File: src/rtl/match_score_if.sv
// Bus between the game logic and the match scorer.
// Every input is a level or a one-Clk pulse sampled on the Clk edge; the bus has no backpressure.
interface match_score_if #(
  parameter int NUM_PLAYERS = 2,
  parameter int SCORE_W     = 2
);
  localparam int IDX_W = (NUM_PLAYERS > 2) ? $clog2(NUM_PLAYERS) : 1;

  logic                           frame_tick;
  logic [2:0]                     Game_State;
  logic [NUM_PLAYERS-1:0]         crash;
  logic                           new_match;
  logic [NUM_PLAYERS*SCORE_W-1:0] score;
  logic [NUM_PLAYERS-1:0]         alive;
  logic                           reset_round;
  logic [IDX_W-1:0]               round_winner;
  logic                           round_valid;
  logic                           round_draw;
  logic                           match_over;
  logic [IDX_W-1:0]               match_winner;
  logic [2:0]                     dbg_state;

  modport master (
    output frame_tick, Game_State, crash, new_match,
    input  score, alive, reset_round, round_winner, round_valid,
           round_draw, match_over, match_winner, dbg_state
  );

  modport slave (
    input  frame_tick, Game_State, crash, new_match,
    output score, alive, reset_round, round_winner, round_valid,
           round_draw, match_over, match_winner, dbg_state
  );
endinterface

File: src/rtl/match_score.sv
// Light-cycle match scorer: tracks survivors per round, awards round wins after a
// settle window, and latches the match winner once a score reaches WIN_SCORE.
module match_score #(
  parameter int NUM_PLAYERS   = 2,
  parameter int SCORE_W       = 2,
  parameter int WIN_SCORE     = 3,
  parameter int SETTLE_FRAMES = 2
) (
  input  logic          Clk,
  input  logic          Reset_Score,
  match_score_if.slave  bus
);
  localparam int IDX_W = (NUM_PLAYERS > 2) ? $clog2(NUM_PLAYERS) : 1;
  localparam int CNT_W = $clog2(SETTLE_FRAMES + 2);
  localparam int POP_W = IDX_W + 1;
  localparam logic [CNT_W-1:0]   SETTLE_LIM = CNT_W'(SETTLE_FRAMES);
  localparam logic [SCORE_W-1:0] WIN_LIM    = SCORE_W'(WIN_SCORE);
  localparam logic [2:0]         GS_MENU    = 3'd0;
  localparam logic [2:0]         GS_PLAY    = 3'd2;

  typedef enum logic [2:0] {
    S_PLAY   = 3'd0,
    S_SETTLE = 3'd1,
    S_AWARD  = 3'd2,
    S_RRESET = 3'd3,
    S_WON    = 3'd4
  } state_t;

  state_t                               r_state;
  state_t                               w_state_nxt;
  logic [NUM_PLAYERS-1:0]               r_alive;
  logic [NUM_PLAYERS-1:0]               w_alive_upd;
  logic [NUM_PLAYERS-1:0][SCORE_W-1:0]  r_score;
  logic [CNT_W-1:0]                     r_cnt;
  logic [CNT_W-1:0]                     w_cnt_nxt;
  logic [IDX_W-1:0]                     r_round_winner;
  logic [IDX_W-1:0]                     r_match_winner;
  logic [IDX_W-1:0]                     w_first_idx;
  logic                                 r_match_over;
  logic [POP_W-1:0]                     w_pop_upd;
  logic [POP_W-1:0]                     w_pop_cur;
  logic [SCORE_W-1:0]                   w_cur_score;
  logic [SCORE_W-1:0]                   w_inc_score;
  logic                                 w_menu;
  logic                                 w_playing;
  logic                                 w_sole;
  logic                                 w_reach;

  always_comb begin
    w_menu      = (bus.Game_State == GS_MENU);
    w_playing   = (bus.Game_State == GS_PLAY);
    w_alive_upd = w_playing ? (r_alive & ~bus.crash) : r_alive;
    w_cnt_nxt   = r_cnt + CNT_W'(bus.frame_tick);
    w_pop_upd   = '0;
    w_pop_cur   = '0;
    w_first_idx = '0;
    w_cur_score = '0;
    // Descending scan so the lowest surviving index wins the name lookup.
    for (int i = NUM_PLAYERS - 1; i >= 0; i--) begin
      w_pop_upd = w_pop_upd + POP_W'(w_alive_upd[i]);
      w_pop_cur = w_pop_cur + POP_W'(r_alive[i]);
      if (w_alive_upd[i]) w_first_idx = IDX_W'(i);
      if (IDX_W'(i) == r_round_winner) w_cur_score = r_score[i];
    end
    w_inc_score = (w_cur_score >= WIN_LIM) ? w_cur_score : w_cur_score + 1'b1;
    w_sole      = (w_pop_cur == POP_W'(1));
    w_reach     = w_sole && (w_inc_score == WIN_LIM);
  end

  always_comb begin
    w_state_nxt = r_state;
    case (r_state)
      S_PLAY:   if (w_pop_upd <= POP_W'(1)) w_state_nxt = S_SETTLE;
      S_SETTLE: if (w_cnt_nxt >= SETTLE_LIM) w_state_nxt = S_AWARD;
      S_AWARD:  w_state_nxt = w_reach ? S_WON : S_RRESET;
      S_RRESET: w_state_nxt = S_PLAY;
      S_WON:    if (bus.new_match) w_state_nxt = S_RRESET;
      default:  w_state_nxt = S_PLAY;
    endcase
    // Returning to the menu restarts everything from any state.
    if (w_menu) w_state_nxt = S_RRESET;
  end

  always_ff @(posedge Clk or posedge Reset_Score) begin
    if (Reset_Score) begin
      r_state <= S_PLAY;
    end else begin
      r_state <= w_state_nxt;
    end
  end

  always_ff @(posedge Clk or posedge Reset_Score) begin
    if (Reset_Score) begin
      r_alive        <= '1;
      r_score        <= '0;
      r_cnt          <= '0;
      r_round_winner <= '0;
      r_match_winner <= '0;
      r_match_over   <= 1'b0;
    end else if (w_menu) begin
      r_alive      <= '1;
      r_score      <= '0;
      r_cnt        <= '0;
      r_match_over <= 1'b0;
    end else begin
      case (r_state)
        S_PLAY: begin
          r_alive <= w_alive_upd;
          r_cnt   <= '0;
        end
        S_SETTLE: begin
          r_alive <= w_alive_upd;
          r_cnt   <= w_cnt_nxt;
          if (w_state_nxt == S_AWARD) r_round_winner <= w_first_idx;
        end
        S_AWARD: begin
          if (w_sole) begin
            for (int i = 0; i < NUM_PLAYERS; i++) begin
              if (IDX_W'(i) == r_round_winner) r_score[i] <= w_inc_score;
            end
            if (w_reach) begin
              r_match_over   <= 1'b1;
              r_match_winner <= r_round_winner;
            end
          end
        end
        S_RRESET: r_alive <= '1;
        S_WON: begin
          if (bus.new_match) begin
            r_score      <= '0;
            r_alive      <= '1;
            r_match_over <= 1'b0;
          end
        end
        default: ;
      endcase
    end
  end

  assign bus.score        = r_score;
  assign bus.alive        = r_alive;
  assign bus.round_winner = r_round_winner;
  assign bus.match_over   = r_match_over;
  assign bus.match_winner = r_match_winner;
  assign bus.round_valid  = (r_state == S_AWARD);
  assign bus.round_draw   = (r_state == S_AWARD) && (r_alive == '0);
  assign bus.reset_round  = (r_state == S_RRESET);
  assign bus.dbg_state    = r_state;
endmodule

File: src/flat_wrapper.sv
// flat-port wrapper written by rule: the top's interface ports become plain ports
module match_score_flat 
#(
  parameter int NUM_PLAYERS   = 2,
  parameter int SCORE_W       = 2,
  parameter int WIN_SCORE     = 3,
  parameter int SETTLE_FRAMES = 2
)
  (Clk, Reset_Score, bus_frame_tick, bus_Game_State, bus_crash, bus_new_match, bus_score, bus_alive, bus_reset_round, bus_round_winner, bus_round_valid, bus_round_draw, bus_match_over, bus_match_winner, bus_dbg_state);
  match_score_if #(.NUM_PLAYERS(NUM_PLAYERS), .SCORE_W(SCORE_W)) bus_i ();
  input  logic Clk;
  input  logic Reset_Score;
  input wire logic [$bits(bus_i.frame_tick)-1:0] bus_frame_tick;
  input wire logic [$bits(bus_i.Game_State)-1:0] bus_Game_State;
  input wire logic [$bits(bus_i.crash)-1:0] bus_crash;
  input wire logic [$bits(bus_i.new_match)-1:0] bus_new_match;
  output wire logic [$bits(bus_i.score)-1:0] bus_score;
  output wire logic [$bits(bus_i.alive)-1:0] bus_alive;
  output wire logic [$bits(bus_i.reset_round)-1:0] bus_reset_round;
  output wire logic [$bits(bus_i.round_winner)-1:0] bus_round_winner;
  output wire logic [$bits(bus_i.round_valid)-1:0] bus_round_valid;
  output wire logic [$bits(bus_i.round_draw)-1:0] bus_round_draw;
  output wire logic [$bits(bus_i.match_over)-1:0] bus_match_over;
  output wire logic [$bits(bus_i.match_winner)-1:0] bus_match_winner;
  output wire logic [$bits(bus_i.dbg_state)-1:0] bus_dbg_state;
  assign bus_i.frame_tick = bus_frame_tick;
  assign bus_i.Game_State = bus_Game_State;
  assign bus_i.crash = bus_crash;
  assign bus_i.new_match = bus_new_match;
  assign bus_score = bus_i.score;
  assign bus_alive = bus_i.alive;
  assign bus_reset_round = bus_i.reset_round;
  assign bus_round_winner = bus_i.round_winner;
  assign bus_round_valid = bus_i.round_valid;
  assign bus_round_draw = bus_i.round_draw;
  assign bus_match_over = bus_i.match_over;
  assign bus_match_winner = bus_i.match_winner;
  assign bus_dbg_state = bus_i.dbg_state;
  match_score #(.NUM_PLAYERS(NUM_PLAYERS), .SCORE_W(SCORE_W), .WIN_SCORE(WIN_SCORE), .SETTLE_FRAMES(SETTLE_FRAMES)) u_core (.Clk(Clk), .Reset_Score(Reset_Score), .bus(bus_i));
endmodule
File: config.mk
export PLATFORM = sky130hd
export DESIGN_NAME = match_score_flat
export DESIGN_NICKNAME = d
export VERILOG_FILES = /design/src/rtl/match_score_if.sv /design/src/rtl/match_score.sv /design/src/flat_wrapper.sv
export SDC_FILE = /design/constraint.sdc
export NUM_CORES = 1
export LEC_CHECK = 0
export ABC_CLOCK_PERIOD_IN_PS = 2200
export CAP_MARGIN = 30
export CORE_MARGIN = 3
export CORE_UTILIZATION = 45
export DETAILED_ROUTE_END_ITERATION = 12
export GPL_ROUTABILITY_DRIVEN = 0
export PLACE_DENSITY = 0.8
export SLEW_MARGIN = 40
export SYNTH_ARGS = -nofsm -noshare
export SYNTH_HDL_FRONTEND = slang
export SYNTH_SLANG_ARGS = --single-unit
File: constraint.sdc
create_clock -name Clk -period 2.2 [get_ports Clk]
set_input_delay 0.33 -clock Clk [delete_from_list [all_inputs] [get_ports Clk]]
set_output_delay 0.33 -clock Clk [all_outputs]
set_load 0.1 [all_outputs]
## Yosys cells after proc, flatten, opt, wreduce, memory -nomap -nowiden

Cells that the tools add are included.

- Logic and storage cells: 73
- Register bits after elaboration: 14
- Input bits: 9

- Reduce and logical (&&, ||, !) cells: 15
- Bitwise gates (word level): 3
- Equal/unequal tests: 13
- Magnitude comparators: 3
- Add/subtract/negate cells: 4
- Mux-type cells: 27

Operators with widths:

| kind | number |
|---|---|
| 2-bit two-way mux | 8 |
| 4-bit AND reduction | 4 |
| 3-bit two-way mux | 5 |
| 3-bit by 2-bit == test with 1-bit output, second input constant | 4 |
| 4-bit two-way mux | 3 |
| 3-bit case mux with 4 select lines | 1 |
| 3-bit by 1-bit inequality test with 1-bit output, second input constant | 3 |
| 4-bit case mux with 2 select lines | 1 |
| 3-bit logical NOT | 2 |
| 1-bit two-way mux | 6 |
| 2-bit case mux with 3 select lines | 1 |
| 3-bit nonzero test | 2 |
| 1-bit by 1-bit adder with 2-bit output | 2 |
| 2-bit greater-or-equal comparator, second input constant | 2 |
| 2-bit case mux with 2 select lines | 1 |
| 4-bit nonzero test | 1 |
| 3-bit by 1-bit == test with 1-bit output, second input constant | 1 |
| 3-bit == test, second input constant | 1 |
| 3-bit by 2-bit inequality test with 1-bit output, second input constant | 1 |
| 3-bit inequality test, second input constant | 1 |
| 3-bit AND reduction | 1 |
| 2-bit by 1-bit adder with 2-bit output | 1 |
| 2-bit by 1-bit adder with 2-bit output, second input constant | 1 |
| 2-bit AND | 1 |
| other kinds (10) | 11 |

## Longest topological paths before layout

Gate-level depths: netlist (run 1).

- Depth after elaboration: 10
- Mapped depth: 6
- Depth with buffers taken out: 6

## Worst setup path after synthesis (run 1)

OpenSTA, ideal clock, no wires.

- Path type: register -> output
- From: register u_core.r_state[1] (netlist: u_core.bus.dbg_state[1])
- To: output port bus_round_draw
- Buffers on the path: 0
- Arrival time: 2,918 ps
- Data required time: 1,870 ps
- Setup slack: -1,048 ps
- Stages on the path, launching flop included: 3
- Cells stage by stage: dfrtp_1 nor3b_4 and2_1

- Cells in the longest elaborated chain, start to end: 2

RTL lines:

| element | RTL line | text |
|---|---|---|
| start: declaration | match_score.sv:29 | `state_t r_state;` |
| start signal: assignment | match_score.sv:88 | `r_state <= w_state_nxt;` |
| 3-bit by 2-bit == test with 1-bit output | - |  |
| via bus_round_valid | flat_wrapper.sv:21 | `output wire logic [$bits(bus_i.round_valid)-1:0] bus_round_valid;` |
| 1-bit logical AND | match_score.sv:146 | `assign bus.round_draw = (r_state == S_AWARD) && (r_alive == '0);` |
| end: declaration | flat_wrapper.sv:22 | `output wire logic [$bits(bus_i.round_draw)-1:0] bus_round_draw;` |

The timed path passes the listed nets, and every way through them passes these cells.

## Final worst setup path (run 1)

- From: register u_core.r_state[0] (netlist: u_core.bus.dbg_state[0])
- To: output port bus_round_draw

- Cells in the longest elaborated chain, start to end: 2

RTL lines:

| element | RTL line |
|---|---|
| 3-bit by 2-bit == test with 1-bit output | match_score.sv:146 |
| 1-bit logical AND | match_score.sv:146 |

Every way passes these cells.

==> results of run 1 <==
## flip-flops by register name (all words and copies together) (netlist names)
name / count
u_core.bus.alive: 2
u_core.bus.dbg_state: 3
u_core.bus.match_over: 1
u_core.bus.match_winner: 1
u_core.bus.round_winner: 1
u_core.bus.score: 4
u_core.r_cnt: 2
## layout by cell type, fill, tap and decap left out, types with 2 or more instances in the layout
cell type	n
buf_12	3
dfstp_2	2
ha_1	2
o2bb2ai_1	4
nor3b_1	2
nand3_1	2
dfrtp_1	9
buf_4	12
a21oi_1	7
nor2b_1	2
inv_1	6
a31oi_1	2
nand2_1	6
nor2_1	8
clkdlybuf4s50_1	8
o21ai_0	7
clkbuf_4	3
and3_1	2
dfrtp_4	2
## metrics by stage
stage | cell area [µm²] | utilization (%) | hold slack [ps] | cells | setup slack (ps)
6_report | 1080 | 67.7 | 357 | 133 | 237
5_1_grt | 1080 | 67.7 | 414 | 133 | 188
4_1_cts | 1080 | 67.7 | 380 | 133 | 247
3_5_place_dp | 1050 | 66.0 | 499 | 129 | 230
3_3_place_gp | 1050 | 66.0 | 496 | 129 | 262
2_1_floorplan | 808 | - | 218 | 84 | -338
## area by class of cell
| type | instances | area, µm² | share of cell area, % |
|---|---|---|---|
| clock buffers | 4 | 26.3 | 2.44 |
| multi-input cells | 62 | 408 | 37.8 |
| inverters | 6 | 22.5 | 2.09 |
| repair buffers | 23 | 230 | 21.3 |
| well taps | 24 | 30.0 | 2.78 |
| flip-flops and latches | 14 | 362 | 33.5 |
## worst max path at each step
stage                                            from                                   to  slack (ps)  cells past startpoint
floorplan           u_core.bus.dbg_state[0]$_DFF_PP0_                       bus_round_draw        -340                      3
global placement                       bus_frame_tick  u_core.bus.round_winner$_DFFE_PP0P_         260                      6
detailed placement                     bus_frame_tick  u_core.bus.round_winner$_DFFE_PP0P_         230                      6
CTS                 u_core.bus.dbg_state[0]$_DFF_PP0_                       bus_round_draw         250                      3
global route        u_core.bus.dbg_state[0]$_DFF_PP0_                       bus_round_draw         190                      3
finish              u_core.bus.dbg_state[0]$_DFF_PP0_                       bus_round_draw         240                      3
## metal layers
metal / part of all wire (%) / wire [µm] / vias up
li1: - / - / 348
met1: 45 / 827 / 327
met2: 47 / 851 / 22
met3: 5.3 / 97 / 6
met4: 2.3 / 41 / 0
met5: 0 / 0 / -
## cells by family (layout without fill, tap and decap cells)
| family | after synthesis | after routing |
|---|---|---|
| AO/OA/AOI/OAI | 24 | 24 |
| multiplexers | 3 | 3 |
| AND/OR/NAND/NOR | 32 | 32 |
| XOR/XNOR | 1 | 1 |
| flip-flops | 14 | 14 |
| adder cells (fa/ha/maj) | 2 | 2 |
| buffers and inverters | 8 | 33 |
## worst reg2reg max path: stages (launching register included)
cell     delay [ps]
dfstp_2         540
inv_1            70
ha_1            370
inv_1            70
nor2_1          210
nand2_1         100
mux2_4          300
==> metrics.md, run 1 <==
| Metric | Value |
|---|---|
| Net Count, Synth | `95` |
| Endpoints failing hold | `0` |
| Cells after Synth | `between 80 and 90` |
| Capture point of the worst reg-to-reg path | `u_core.bus.match_winner$_DFFE_PP0P_` |
| R2R Path Start | `u_core.bus.alive[0]$_DFFE_PP1P_` |
| Share of the synthesized area in the top cell type | `~38%` |
| Netlist cell types | `33` |
| Die area | `around 0.0023 mm²` |
| First-pass GRT wire length | `2860 µm` |
| WL final | `about 1800 µm` |
| Critical Path RT | `approximately 1900 ps` |
| Critical Path, Cell by Cell | `nor3b_4, and2_4, buf_12` |
| Post-route minimum period | `just under 2000 ps` |
| WP data arrival | `approximately 1600 ps` |
| GR Overflow Total | `0` |
| Worst-Skew Late Latency | `~290 ps` |
| FFs w/ async S/R, synth | `between 90% and 100%` |
| Post-CTS sizing | `0` |
| Post-DP HPWL | `roughly 1400 µm` |
| M2 GR Usage | `between 20% and 30%` |
| Setup TNS | `0 ps` |
| Most frequent cell after synthesis | `dfrtp_1` |
| Die Wd | `a little under 50 µm` |
| DRT iter0 DRCs | `14` |
| Fill cell count | `between 100 and 150` |
| Fmax | `between 500 and 600 MHz` |
| Largest net degree at the start of global routing | `15` |
| Total of max-cap violations | `0` |
| RSZ-0062 raised after global routing | `no` |
| Critical path's top delay family | `simple AND/OR/NAND/NOR gates` |
| CTS Buffer Depth | `2` |
| Worst relative slew slack | `approximately two thirds` |
| Root Driver | `clkbuf_4` |
| Compound-Gate Fraction of Synth Area | `approximately a fifth` |
| Synthesized cell area | `between 700 and 800 µm²` |
| Pin slew with the least headroom to its limit | `about 520 ps` |
| Startpoint types | `flip-flop` |
| Synth Area in XOR/XNOR | `about 1.1%` |
| Prevailing post-synth register cell | `dfrtp_1` |
| Overall Global Routing Usage | `a little under a fifth` |
| Synth Register Bits | `14` |
| Final Max Tran Viols | `0` |
| Area contributors post-synth | `dfrtp_1 (38%), dfstp_2 (6.6%), a21oi_1 (4.4%), o21ai_0 (4.4%), o2bb2ai_1 (4.4%)` |
| Area share of fa/ha/maj cells after synthesis | `3.14%` |
| DR DRC count | `0` |
| IO buf count | `23` |
| Worst hold-check path type | `in -> async` |
| M3 GR Usage | `approximately 2.3%` |
| Crit path kind | `reg -> out` |
| Ports | `24` |
| Sequential area share after synthesis | `between 40% and 50%` |
| GR Util met1 | `between 20% and 30%` |
| Final setup viols | `0` |
| Core ar. | `between 0.0015 and 0.002 mm²` |
| Post-CTS Setup Bufs | `0` |
| Vias | `roughly 700` |
| CP Buf/Inv Count | `1` |
| Worst R2R Setup Slack | `roughly 430 ps` |
| Largest family of logic cells by synthesized area | `simple AND/OR/NAND/NOR gates` |
| Num CTS Buffers | `3` |
| Cell taking the most area after synthesis | `dfrtp_1` |
| Clk_skew | `roughly 4.6 ps` |
| Crit-path slowest cell | `dfrtp_4` |
| CTS tree | `built` |
| Most crowded layer after global routing | `met2` |
| Worst r2r path cells | `6` |
| Status | `complete, no violations` |
| P&R area growth vs syn | `35.3%` |
| Mean Syn Cell Area | `9.49 µm²` |
| Mux contribution to synthesized area | `about 4.6%` |
| Hold_buf cts | `0` |
| Worst-path clk slew | `approximately 90 ps` |
| Ant. Diodes | `0` |
| Final net count | `121` |
| Ys Warns | `0` |
| Initial antenna violation count | `0` |
| Number of flops mapped to enable cells by yosys | `0` |
| DRT Pass-1 Iters | `4` |
| Synth cell count leaders | `dfrtp_1 (12), nor2_1 (8), a21oi_1 (7), o21ai_0 (7)` |
| Final period util | `about nine tenths` |
| CTS HTree Levels | `1` |
| Ratio of cells with drive above 1 in the final layout | `approximately 26%` |
| Vias in the first global route | `624` |
| Initial core utilization | `about half` |
| CP Max Fanout | `11` |
| WL/cell | `around 14 µm` |
| Core Rows | `14` |
| Synth Area in Simple Gates | `approximately 23%` |
| Via/cell ratio | `about 5.3` |
| Die height | `~48 µm` |
| Routed Antenna Nets | `0` |
| Setup crit end kind | `primary output` |
| Critical path's largest stage delay | `approximately 550 ps` |
| Sink Count | `14` |
Power of run 1 is left out: the tool's default activity adds up to more than one toggle a clock period on the data nets, which glitch-free logic cannot reach.
==> run 2, diff against run 1 <==
GPL_TIMING_DRIVEN = 0   (was default)
RECOVER_POWER = 100   (was default)
==> run 2 against run 1 <==
Compared with the run above:
- worst hold slack better by 150 ps
- cell count up 1.5%
- clock-buffer cell count unchanged
==> metrics.md, run 2 (synthesis results as in run 1) <==
| Metric | Value |
|---|---|
| Max reg flops | `4 (unchanged)` |
| WP data arrival | `1740 ps (was 1630 ps)` |
| Worst-path clk slew | `80 ps (was 90 ps)` |
| Post-route minimum period | `2070 ps (was 1960 ps)` |
| CP Depth | `4 (was 3)` |
| CP Buf/Inv Count | `2 (was 1)` |
| DRT Pass-1 Iters | `6 (was 4)` |
| Largest net degree at the start of global routing | `15 (unchanged)` |
| RSZ-0062 raised after global routing | `no (unchanged)` |
| Root Driver | `clkbuf_4 (unchanged)` |
| CP startpoint | `u_core.bus.dbg_state[0]$_DFF_PP0_ (unchanged)` |
| Final period util | `94.0% (was 89.2%)` |
| Setup crit end kind | `primary output (unchanged)` |
| Commonest cells after routing, fill and taps aside | `clkbuf_1 (10), dfrtp_1 (9), nor2_1 (8) (was buf_4 (12), dfrtp_1 (9), nor2_1 (8), clkdlybuf4s50_1 (8))` |
| Final setup viols | `0 (unchanged)` |
| First-pass GRT wire length | `2810 µm (was 2860 µm)` |
| CTS tree | `built (unchanged)` |
| Vias | `705 (was 703)` |
| CTS Buffer Depth | `2 (unchanged)` |
| Worst relative slew slack | `22.7% (was 65.3%)` |
| Via/cell ratio | `5.22 (was 5.29)` |
| Clk_skew | `0.679 ps (was 4.56 ps)` |
| Vias in the first global route | `626 (was 624)` |
| Worst hold-check path type | `in -> async (unchanged)` |
| Worst-Skew Late Latency | `280 ps (was 290 ps)` |
| P&R area growth vs syn | `26.5% (was 35.3%)` |
| Initial core utilization | `50.0% (unchanged)` |
| Worst r2r path cells | `6 (unchanged)` |
| Critical path capture point | `bus_round_draw (unchanged)` |
| Fin cells | `135 (was 133)` |
| Final Max Tran Viols | `0 (unchanged)` |
| Startpoint types | `flip-flop (unchanged)` |
| Initial antenna violation count | `0 (unchanged)` |
| Hold_buf cts | `0 (unchanged)` |
| Worst R2R Setup Slack | `430 ps (about the same)` |
| Worst Hold Slack | `507 ps (was 357 ps)` |
| Critical Path, Cell by Cell | `buf_6, nor3b_4, and2_0, clkbuf_4 (was nor3b_4, and2_4, buf_12)` |
| Ports | `24 (unchanged)` |
| Die area | `0.00231 mm² (unchanged)` |
| Post-DP HPWL | `1310 µm (was 1420 µm)` |
| IO buf count | `23 (unchanged)` |
| R2R Path Start | `u_core.bus.alive[0]$_DFFE_PP1P_ (unchanged)` |
| Die Wd | `48.1 µm (unchanged)` |
| Total of max-cap violations | `0 (unchanged)` |
| Overall Global Routing Usage | `17.6% (was 18.4%)` |
| Critical path's top delay family | `simple AND/OR/NAND/NOR gates (unchanged)` |
| GR Overflow Total | `0 (unchanged)` |
| # placed instances | `131 (was 129)` |
| Status | `complete, no violations (unchanged)` |
| Ratio of cells with drive above 1 in the final layout | `15.3% (was 25.7%)` |
| DR DRC count | `0 (unchanged)` |
| Crit-path slowest cell | `dfrtp_4 (unchanged)` |
| CP Max Fanout | `10 (was 11)` |
| DRT iter0 DRCs | `15 (was 14)` |
| Routed Antenna Nets | `0 (unchanged)` |
| CTS HTree Levels | `1 (unchanged)` |
| Post-route cell area | `0.00101 mm² (was 0.00108 mm²)` |
| WL/cell | `12.5 µm (was 13.7 µm)` |
| Ant. Diodes | `0 (unchanged)` |
| Post-CTS Setup Bufs | `0 (unchanged)` |
| Core Rows | `14 (unchanged)` |
| Core ar. | `0.00159 mm² (unchanged)` |
| WL final | `1690 µm (was 1820 µm)` |
| Pin slew with the least headroom to its limit | `1170 ps (was 521 ps)` |
| Fmax | `483 MHz (was 510 MHz)` |
| Crit path kind | `reg -> out (unchanged)` |
| Critical path's largest stage delay | `480 ps (was 550 ps)` |
| Final net count | `123 (was 121)` |
| Endpoints failing hold | `0 (unchanged)` |
| Most common cell after layout, fill and taps aside | `clkbuf_1 (was buf_4)` |
| Die height | `48.1 µm (unchanged)` |
| Cell Area, Placed | `993 µm² (was 0.00105 mm²)` |
| Num CTS Buffers | `3 (unchanged)` |
| Capture point of the worst reg-to-reg path | `u_core.bus.match_winner$_DFFE_PP0P_ (unchanged)` |
| Sink Count | `14 (unchanged)` |
| Critical Path RT | `1870 ps (about the same)` |
-- run 2: stage by stage --
step | setup TNS [ps] | setup slack (ps) | util, %
2_1_floorplan | -995 | -338 | -
3_3_place_gp | -734 | -355 | 67.0
3_5_place_dp | 0 | 307 | 62.3
4_1_cts | 0 | 51.1 | 64.6
5_1_grt | 0 | 41.5 | 63.3
6_report | 0 | 131 | 63.3
-- run 2: worst min path at each step --
stage | start | endpoint | slack [ps] | cells past startpoint
after global placement | u_core.bus.match_over$_DFFE_PP0P_ | u_core.bus.match_over$_DFFE_PP0P_ | 490 | 2
after CTS | Reset_Score | u_core.bus.match_over$_DFFE_PP0P_ | 390 | 2
after detailed placement | u_core.bus.match_over$_DFFE_PP0P_ | u_core.bus.match_over$_DFFE_PP0P_ | 490 | 2
after global routing | u_core.bus.match_winner$_DFFE_PP0P_ | u_core.bus.match_winner$_DFFE_PP0P_ | 540 | 1
after floorplan | Reset_Score | u_core.bus.match_over$_DFFE_PP0P_ | 220 | 1
final | Reset_Score | u_core.bus.match_over$_DFFE_PP0P_ | 510 | 2
-- run 2: cell type report --
cell class                 count  area (µm²)
fill                         145         586
multi-input combinational     62         397
sequential                    14         362
timing repair buffer          23         145
clock buffer                   4        36.3
tap                           24        30.0
inverter                       6        22.5
buffer                         2        16.3
-- run 2: worst reg2reg max path: stages (launching register included) --
cell and delay [ps]:
dfstp_1 530, inv_1 80, ha_1 360, inv_1 70, nor2_1 210, nand2_1 90
mux2_1 320
-- run 2: repair_timing --
item	CTS	global route
resized for setup	0	1
endpoints found under the hold margin	0	0
setup endpoints to repair	0	1
-- run 2: per-layer routing --
metal | part of all wire [%] | up-vias | global-route usage [%]
met4 | 2.0 | 0 | 8.06
met1 | 52 | 327 | 25.1
met5 | 0 | - | 0
li1 | - | 358 | -
met2 | 43 | 15 | 26.4
met3 | 3.1 | 5 | 2.26
Power of run 2 is left out for the same reason.
